[config.mk]
export PLATFORM = sky130hd
export DESIGN_NAME = frame_drawer
export DESIGN_NICKNAME = d
export VERILOG_FILES = /design/src/rtl/frame_drawer_pkg.sv /design/src/rtl/frame_addr_gen.sv /design/src/rtl/frame_drawer.sv
export SDC_FILE = /design/constraint.sdc
export NUM_CORES = 1
export LEC_CHECK = 0
export ABC_AREA = 1
export ABC_CLOCK_PERIOD_IN_PS = 5150
export BUFFER_PORTS_ARGS = -buffer_cell sky130_fd_sc_hd__buf_2
export CORE_MARGIN = 2
export CORE_UTILIZATION = 55
export DETAILED_ROUTE_END_ITERATION = 7
export MAX_ROUTING_LAYER = met4
export PLACE_DENSITY = 0.76
export SYNTH_ARGS = -nofsm -noshare
export SYNTH_HDL_FRONTEND = slang
export SYNTH_SLANG_ARGS = --single-unit
[constraint.sdc]
create_clock -name Clk -period 5.15 [get_ports Clk]
set_input_delay 0.7725 -clock Clk [delete_from_list [all_inputs] [get_ports Clk]]
set_output_delay 0.7725 -clock Clk [all_outputs]
set_load 0.02 [all_outputs]
[src/rtl/frame_drawer_pkg.sv]
// Shared types and sizes for the rectangle fill / sprite blit engine.
// Optional build macro: FRAME_DRAWER_TRANSPARENCY_EN (see frame_drawer).
package frame_drawer_pkg;

   localparam int H_RES_DEF = 640;
   localparam int V_RES_DEF = 480;
   localparam int FB_ADDR_W = 19;
   localparam int PIX_W     = 8;
   localparam int CRD_W     = 10;
   localparam int SPR_W     = 16;

   typedef enum logic [1:0] {
      S_IDLE,
      S_CLIP,
      S_DRAW,
      S_FINISH
   } state_t;

   typedef struct packed {
      logic             mode;
      logic [CRD_W-1:0] x;
      logic [CRD_W-1:0] y;
      logic [CRD_W-1:0] w;
      logic [CRD_W-1:0] h;
      logic [PIX_W-1:0] color;
      logic [SPR_W-1:0] base;
   } draw_cmd_t;

   // Length of a span starting at pos, cut at the screen edge lim.
   function automatic logic [CRD_W-1:0] clip_len(
      input logic [CRD_W-1:0] pos,
      input logic [CRD_W-1:0] len,
      input logic [CRD_W:0]   lim
   );
      logic [CRD_W:0] room;
      room = lim - {1'b0, pos};
      return ({1'b0, len} > room) ? room[CRD_W-1:0] : len;
   endfunction

endpackage

[src/rtl/frame_addr_gen.sv]
// Row/column walker for frame_drawer: clipped extents, frame address
// and sprite address, stepping one pixel per cycle while active.
module frame_addr_gen
   import frame_drawer_pkg::*;
#(
   parameter int H_RES = H_RES_DEF,
   parameter int V_RES = V_RES_DEF
) (
   input  logic                 Clk,
   input  logic                 Reset,
   input  logic                 load,
   input  logic [CRD_W-1:0]     x,
   input  logic [CRD_W-1:0]     y,
   input  logic [CRD_W-1:0]     w,
   input  logic [CRD_W-1:0]     h,
   input  logic [SPR_W-1:0]     base,
   output logic                 empty,
   output logic                 active,
   output logic [FB_ADDR_W-1:0] fb_addr,
   output logic [SPR_W-1:0]     sprite_addr
);

   localparam logic [CRD_W:0]     H_LIM = (CRD_W+1)'(H_RES);
   localparam logic [CRD_W:0]     V_LIM = (CRD_W+1)'(V_RES);
   localparam logic [FB_ADDR_W-1:0] H_FB = FB_ADDR_W'(H_RES);

   logic [CRD_W-1:0]     col;
   logic [CRD_W-1:0]     row;
   logic [CRD_W-1:0]     eff_w;
   logic [CRD_W-1:0]     eff_h;
   logic [CRD_W-1:0]     stride;
   logic [SPR_W-1:0]     spr_row;
   logic [SPR_W-1:0]     next_row;
   logic [FB_ADDR_W-1:0] row_base;
   logic [FB_ADDR_W-1:0] wrap_step;
   logic                 col_last;
   logic                 row_last;

   always_comb begin
      empty     = ({1'b0, x} >= H_LIM) || ({1'b0, y} >= V_LIM) ||
                  (w == '0) || (h == '0);
      row_base  = FB_ADDR_W'(y) * H_FB + FB_ADDR_W'(x);
      wrap_step = H_FB - FB_ADDR_W'(eff_w) + FB_ADDR_W'(1);
      // Sprite rows advance by the unclipped width.
      next_row  = spr_row + SPR_W'(stride);
      col_last  = (col == eff_w - CRD_W'(1));
      row_last  = (row == eff_h - CRD_W'(1));
   end

   always_ff @(posedge Clk) begin
      if (Reset) begin
         col         <= '0;
         row         <= '0;
         eff_w       <= '0;
         eff_h       <= '0;
         stride      <= '0;
         spr_row     <= '0;
         sprite_addr <= '0;
         fb_addr     <= '0;
         active      <= 1'b0;
      end else if (load) begin
         col         <= '0;
         row         <= '0;
         eff_w       <= clip_len(x, w, H_LIM);
         eff_h       <= clip_len(y, h, V_LIM);
         stride      <= w;
         spr_row     <= base;
         sprite_addr <= base;
         fb_addr     <= row_base;
         active      <= !empty;
      end else if (active) begin
         if (col_last) begin
            col         <= '0;
            fb_addr     <= fb_addr + wrap_step;
            spr_row     <= next_row;
            sprite_addr <= next_row;
            if (row_last)
               active <= 1'b0;
            else
               row <= row + CRD_W'(1);
         end else begin
            col         <= col + CRD_W'(1);
            fb_addr     <= fb_addr + FB_ADDR_W'(1);
            sprite_addr <= sprite_addr + SPR_W'(1);
         end
      end
   end

endmodule

[src/rtl/frame_drawer.sv]
// Clipped rectangle fill / sprite copy into a frame buffer, one pixel
// per cycle. FRAME_DRAWER_TRANSPARENCY_EN skips TRANSPARENT_KEY pixels.
module frame_drawer
   import frame_drawer_pkg::*;
#(
   parameter int               H_RES           = H_RES_DEF,
   parameter int               V_RES           = V_RES_DEF,
   parameter logic [PIX_W-1:0] TRANSPARENT_KEY = 8'hE3
) (
   input  logic                 Clk,
   input  logic                 Reset,
   input  logic                 cmd_valid,
   output logic                 cmd_ready,
   input  logic                 cmd_mode,
   input  logic [CRD_W-1:0]     cmd_x,
   input  logic [CRD_W-1:0]     cmd_y,
   input  logic [CRD_W-1:0]     cmd_w,
   input  logic [CRD_W-1:0]     cmd_h,
   input  logic [PIX_W-1:0]     cmd_color,
   input  logic [SPR_W-1:0]     cmd_sprite_base,
   output logic [SPR_W-1:0]     sprite_addr,
   input  logic [PIX_W-1:0]     sprite_data,
   output logic [PIX_W-1:0]     frame_input,
   output logic [FB_ADDR_W-1:0] frame_wrAddress,
   output logic                 frame_we,
   output logic                 busy,
   output logic                 done
);

   state_t               state;
   state_t               state_nx;
   draw_cmd_t            cmd_q;
   logic                 load;
   logic                 empty;
   logic                 active;
   logic [FB_ADDR_W-1:0] fb_addr;
   logic                 wr_valid;

   frame_addr_gen #(
      .H_RES (H_RES),
      .V_RES (V_RES)
   ) u_addr (
      .Clk         (Clk),
      .Reset       (Reset),
      .load        (load),
      .x           (cmd_q.x),
      .y           (cmd_q.y),
      .w           (cmd_q.w),
      .h           (cmd_q.h),
      .base        (cmd_q.base),
      .empty       (empty),
      .active      (active),
      .fb_addr     (fb_addr),
      .sprite_addr (sprite_addr)
   );

   always_ff @(posedge Clk) begin
      if (Reset)
         state <= S_IDLE;
      else
         state <= state_nx;
   end

   always_comb begin
      state_nx = state;
      unique case (state)
         S_IDLE:   if (cmd_valid) state_nx = S_CLIP;
         S_CLIP:   state_nx = empty ? S_FINISH : S_DRAW;
         S_DRAW:   if (!active) state_nx = S_FINISH;
         S_FINISH: state_nx = S_IDLE;
         default:  state_nx = S_IDLE;
      endcase
   end

   always_comb begin
      cmd_ready = 1'b0;
      busy      = 1'b0;
      done      = 1'b0;
      load      = 1'b0;
      unique case (state)
         S_IDLE:   cmd_ready = 1'b1;
         S_CLIP: begin
            busy = 1'b1;
            load = 1'b1;
         end
         S_DRAW:   busy = 1'b1;
         S_FINISH: done = 1'b1;
         default:  ;
      endcase
   end

   always_ff @(posedge Clk) begin
      if (Reset) begin
         cmd_q <= '0;
      end else if (cmd_valid && cmd_ready) begin
         cmd_q <= '{mode:  cmd_mode,
                    x:     cmd_x,
                    y:     cmd_y,
                    w:     cmd_w,
                    h:     cmd_h,
                    color: cmd_color,
                    base:  cmd_sprite_base};
      end
   end

   // Write stage trails the issue stage by one cycle to meet ROM latency.
   always_ff @(posedge Clk) begin
      if (Reset) begin
         wr_valid        <= 1'b0;
         frame_wrAddress <= '0;
      end else begin
         wr_valid        <= (state == S_DRAW) && active;
         frame_wrAddress <= fb_addr;
      end
   end

   always_comb begin
      frame_input = '0;
      if (wr_valid)
         frame_input = cmd_q.mode ? sprite_data : cmd_q.color;
`ifdef FRAME_DRAWER_TRANSPARENCY_EN
      frame_we = wr_valid &&
                 !(cmd_q.mode && (sprite_data == TRANSPARENT_KEY));
`else
      frame_we = wr_valid;
`endif
   end

endmodule

==> flow_summary.ini <==
[floorplanning]
initial_core_util_pct = 56.2
die-area_um2 = 23500
num_rows = 54
pin_count = 123
placeableCoreArea_um2 = 21800
die_height_um = 153
fp.dieW_um = 153

[yosys]
synth_top_area_cell = dfxtp_1
yosysWarnings = 0
avgSynthCellArea_um2 = 6.53
yosys_register_bits = 189
synthesis.instances = 1879
post_synth_main_area_contributors = dfxtp_1 31%, nand2_1 15%, ha_1 8.1%, nand3_1 6.7%, nor2_1 6.4%
synth_area_um2 = 12300
postSynth.asyncResetShare_pct = 0
synth.most_common_cell = nand2_1
dominantRegCellSynth = dfxtp_1
post-synth-top-area-fraction_pct = 30.9
synth_enable_flop_cells = 0
synth_cell_types = 44
synth.net_count = 2038
post_synth_most_frequent_cells = 494 x nand2_1, 208 x nor2_1, 190 x inv_1
synth-seq-area-share_pct = 30.9

[timing]
period_share_pct = 60.7
post_layout_min_period_ps = 3130
setup-tns-final_ps = 0
max_slew_margin_pct = 36.9
rsz0062_at_grt = false
setup-violations-final = 0
fin_worst_hold_slack_ps = 455
max_freq_mhz = 320
transition_time_at_the_pin_with_the_least_slew_margin_ps = 945
endpoints_failing_hold = 0
timing_max_transition_violations_final = 0
fin_skew_ps = 12.6

[grt]
grt-ovfl-total = 0
first_pass_grt_wire_length_um = 55800
antenna_found_initial = 0
grt_max_degree = 57
number_of_global_route_vias_before_repair = 11400
groute.usage.overall_pct = 29.9

[flow_run]
cap_violations = 0

[status]
status = completed

[routing]
detail_route.wirelength_um = 34300
drt_drc_violations_left = 0
detail_route.iter0.violations = 945
routed_via_density = 5.48
via_count = 12400
antenna_left = 0
drt-wirelength-per-cell_um = 15.1
dr.pass1.iters = 6

[final_layout]
finalCoreUtilization_pct = 62.6
num-nets-final = 2129
syn_to_final_growth_pct = 11.4
finished_layout_cell_area_um2 = 13700
n_antenna_cell = 0
layout_cell_share_with_drive_strength_beyond_1_pct = 10.4

[min_path]
cells_on_worst_hold_path = 2
hold_path_class = reg2reg
whs_endpoint = u_addr.eff_h[2]
hold_start = u_addr.eff_h[2]

[clock_network]
cts.repair_timing.setup_buffer_count = 0
clock_path_buffers = 2
level_count_of_the_clock_h_tree = 4
cts_inserted_buffers = 17
clkSlewWorstSetupHoldPaths_ps = 80
clock_tree.root_cell = clkbuf_16
worstSkewPairLatency_ps = 440
tritoncts = yes
post_cts_resized = 0
clkSinkCount = 189
cts_hold_buffers = 0

[placement]
postPlaceCellArea_um2 = 13000
io_buffer_count = 122
routabilityCongestion = 0.973
dpl.hpwl_um = 26400

[pwr]
p_leak_nw = 6.65
p_clk_share_pct = 20.6
pwr-share-seq_pct = 31.6
report.power.total_mw = 6.64
power.combinational.fraction_pct = 47.8
power.share.switching_pct = 47.9
peakVddDrop_mv = 0.297
power.net_switching_mw = 3.18
cellPowerDensity_nw_per_um2 = 486
intPower_mw = 3.46

[worst_setup_path]
critical_path.cell_chain = inv_1 > ha_1 > nand2_1 > nor2_1 > nand2_1 > nand2_1 > xnor2_1 > ha_1 > nand2_1 > o21bai_1 > nand4_1 > nand2_1 > nand2_1 > a21o_1 > nand2_1 > nand2_1 > nand3_1 > nand2_1
timing.rr.start = cmd_q[44]
r2r.worst_path.cells = 18
cp_data_required_time_ps = 5490
setup.worst_path.class = reg2reg
crit_path_end_kind = flip-flop
setup.reg_to_reg.worst_slack_ps = 2020
critPathMostFrequentCell = nand2_1
cpPeakStageDelay_ps = 450
rr_endpoint = u_addr.eff_h[0]
nature_of_the_critical_path_startpoint = flip-flop
cpMaxStageDelayCell = dfxtp_1
crit_fanout = 11
crit_arrival_ps = 3460
routing by layer:
metal	routed length (um)	up-vias	part of all wire (%)	track usage, %
met5	0	-	0	-
met4	468	0	1.4	7.05
met3	2800	40	8.2	5.10
met2	15500	456	45	47.1
met1	15500	5609	45	40.3
li1	-	6302	-	-
area by class of cell:
cell class              count  area [um2]
inverters                 206         773
clock inverters            15         188
multi-input cells        1425        7460
clock buffers              17         425
fillers                  2077        8170
well taps                 280         350
repair buffers            131         678
flip-flops and latches    189        3780
cell families (layout without fill, tap and decap cells):
kind of cell / after synthesis / in the layout / share of synthesized area, %
compound gates: 303 / 303 / 13.2
xor+xnor: 76 / 76 / 5.54
fa+ha+maj: 83 / 83 / 8.71
flops: 189 / 189 / 30.9
simple gates: 963 / 963 / 33.3
buf+inv: 265 / 369 / 8.39
how the worst max path moves through the flow:
stage	cells past startpoint	slack, ps	from	to
2_1_floorplan	21	2520	u_addr.eff_w[0]	u_addr.fb_addr[18]
3_3_place_gp	18	2070	cmd_q[44]	u_addr.eff_h[8]
3_5_place_dp	18	2060	cmd_q[44]	u_addr.eff_h[0]
4_1_cts	18	2030	cmd_q[44]	u_addr.eff_h[0]
5_1_grt	21	1640	u_addr.eff_w[0]	u_addr.fb_addr[13]
6_report	18	2020	cmd_q[44]	u_addr.eff_h[0]
through the flow:
step,setup WS [ps],instances
2_1_floorplan,2520,1879
6_report,2020,2263
4_1_cts,2030,2263
5_1_grt,1640,2263
3_3_place_gp,2070,2231
3_5_place_dp,2060,2231
power by group through the flow:
stage | Sequential (mW) | Clock [mW] | Combinational (mW)
5_1_grt | 2.13 | 1.44 | 3.58
2_1_floorplan | 2.04 | 0 | 2.33
6_report | 2.10 | 1.37 | 3.17
3_3_place_gp | 2.11 | 0 | 3.06
4_1_cts | 2.08 | 1.39 | 3.13
3_5_place_dp | 2.12 | 0 | 3.10
critical path: cells and delay by family (launching register included):
family | cells | cell delay (ps)
simple gates | 12 | 1230
fa+ha+maj | 2 | 540
flops | 1 | 450
compound gates | 2 | 390
xor+xnor | 1 | 290
buf+inv | 1 | 130
flip-flops by register name (all words and copies together), names as in the netlist:
name and cells:
u_addr.sprite_addr 16, u_addr.eff_h 10, u_addr.row 10, u_addr.col 10, u_addr.eff_w 10, state 2
u_addr.fb_addr 19, u_addr.spr_row 16, u_addr.active 1, cmd_q 65, frame_we 1, u_addr.stride 10
frame_wrAddress 19
placed cells by master (no fill, tap or decap), types with 8 or more instances in the layout:
cell       netlist  layout
inv_2           13      14
nor3_1          24      24
xor2_1          59      59
clkbuf_16        0      17
o21ai_0        143     143
a22oi_1          8       8
inv_1          190     189
nand2_1        494     493
ha_1            79      79
xnor2_1         16      16
dfxtp_1        189     189
nor2_1         208     206
nand3_1        164     164
buf_2            3     122
a21oi_1        115     115
nand4_1         32      32
or2_2           10      10
buf_4            2       9
Note: power is estimated with default switching activity, not from simulation.
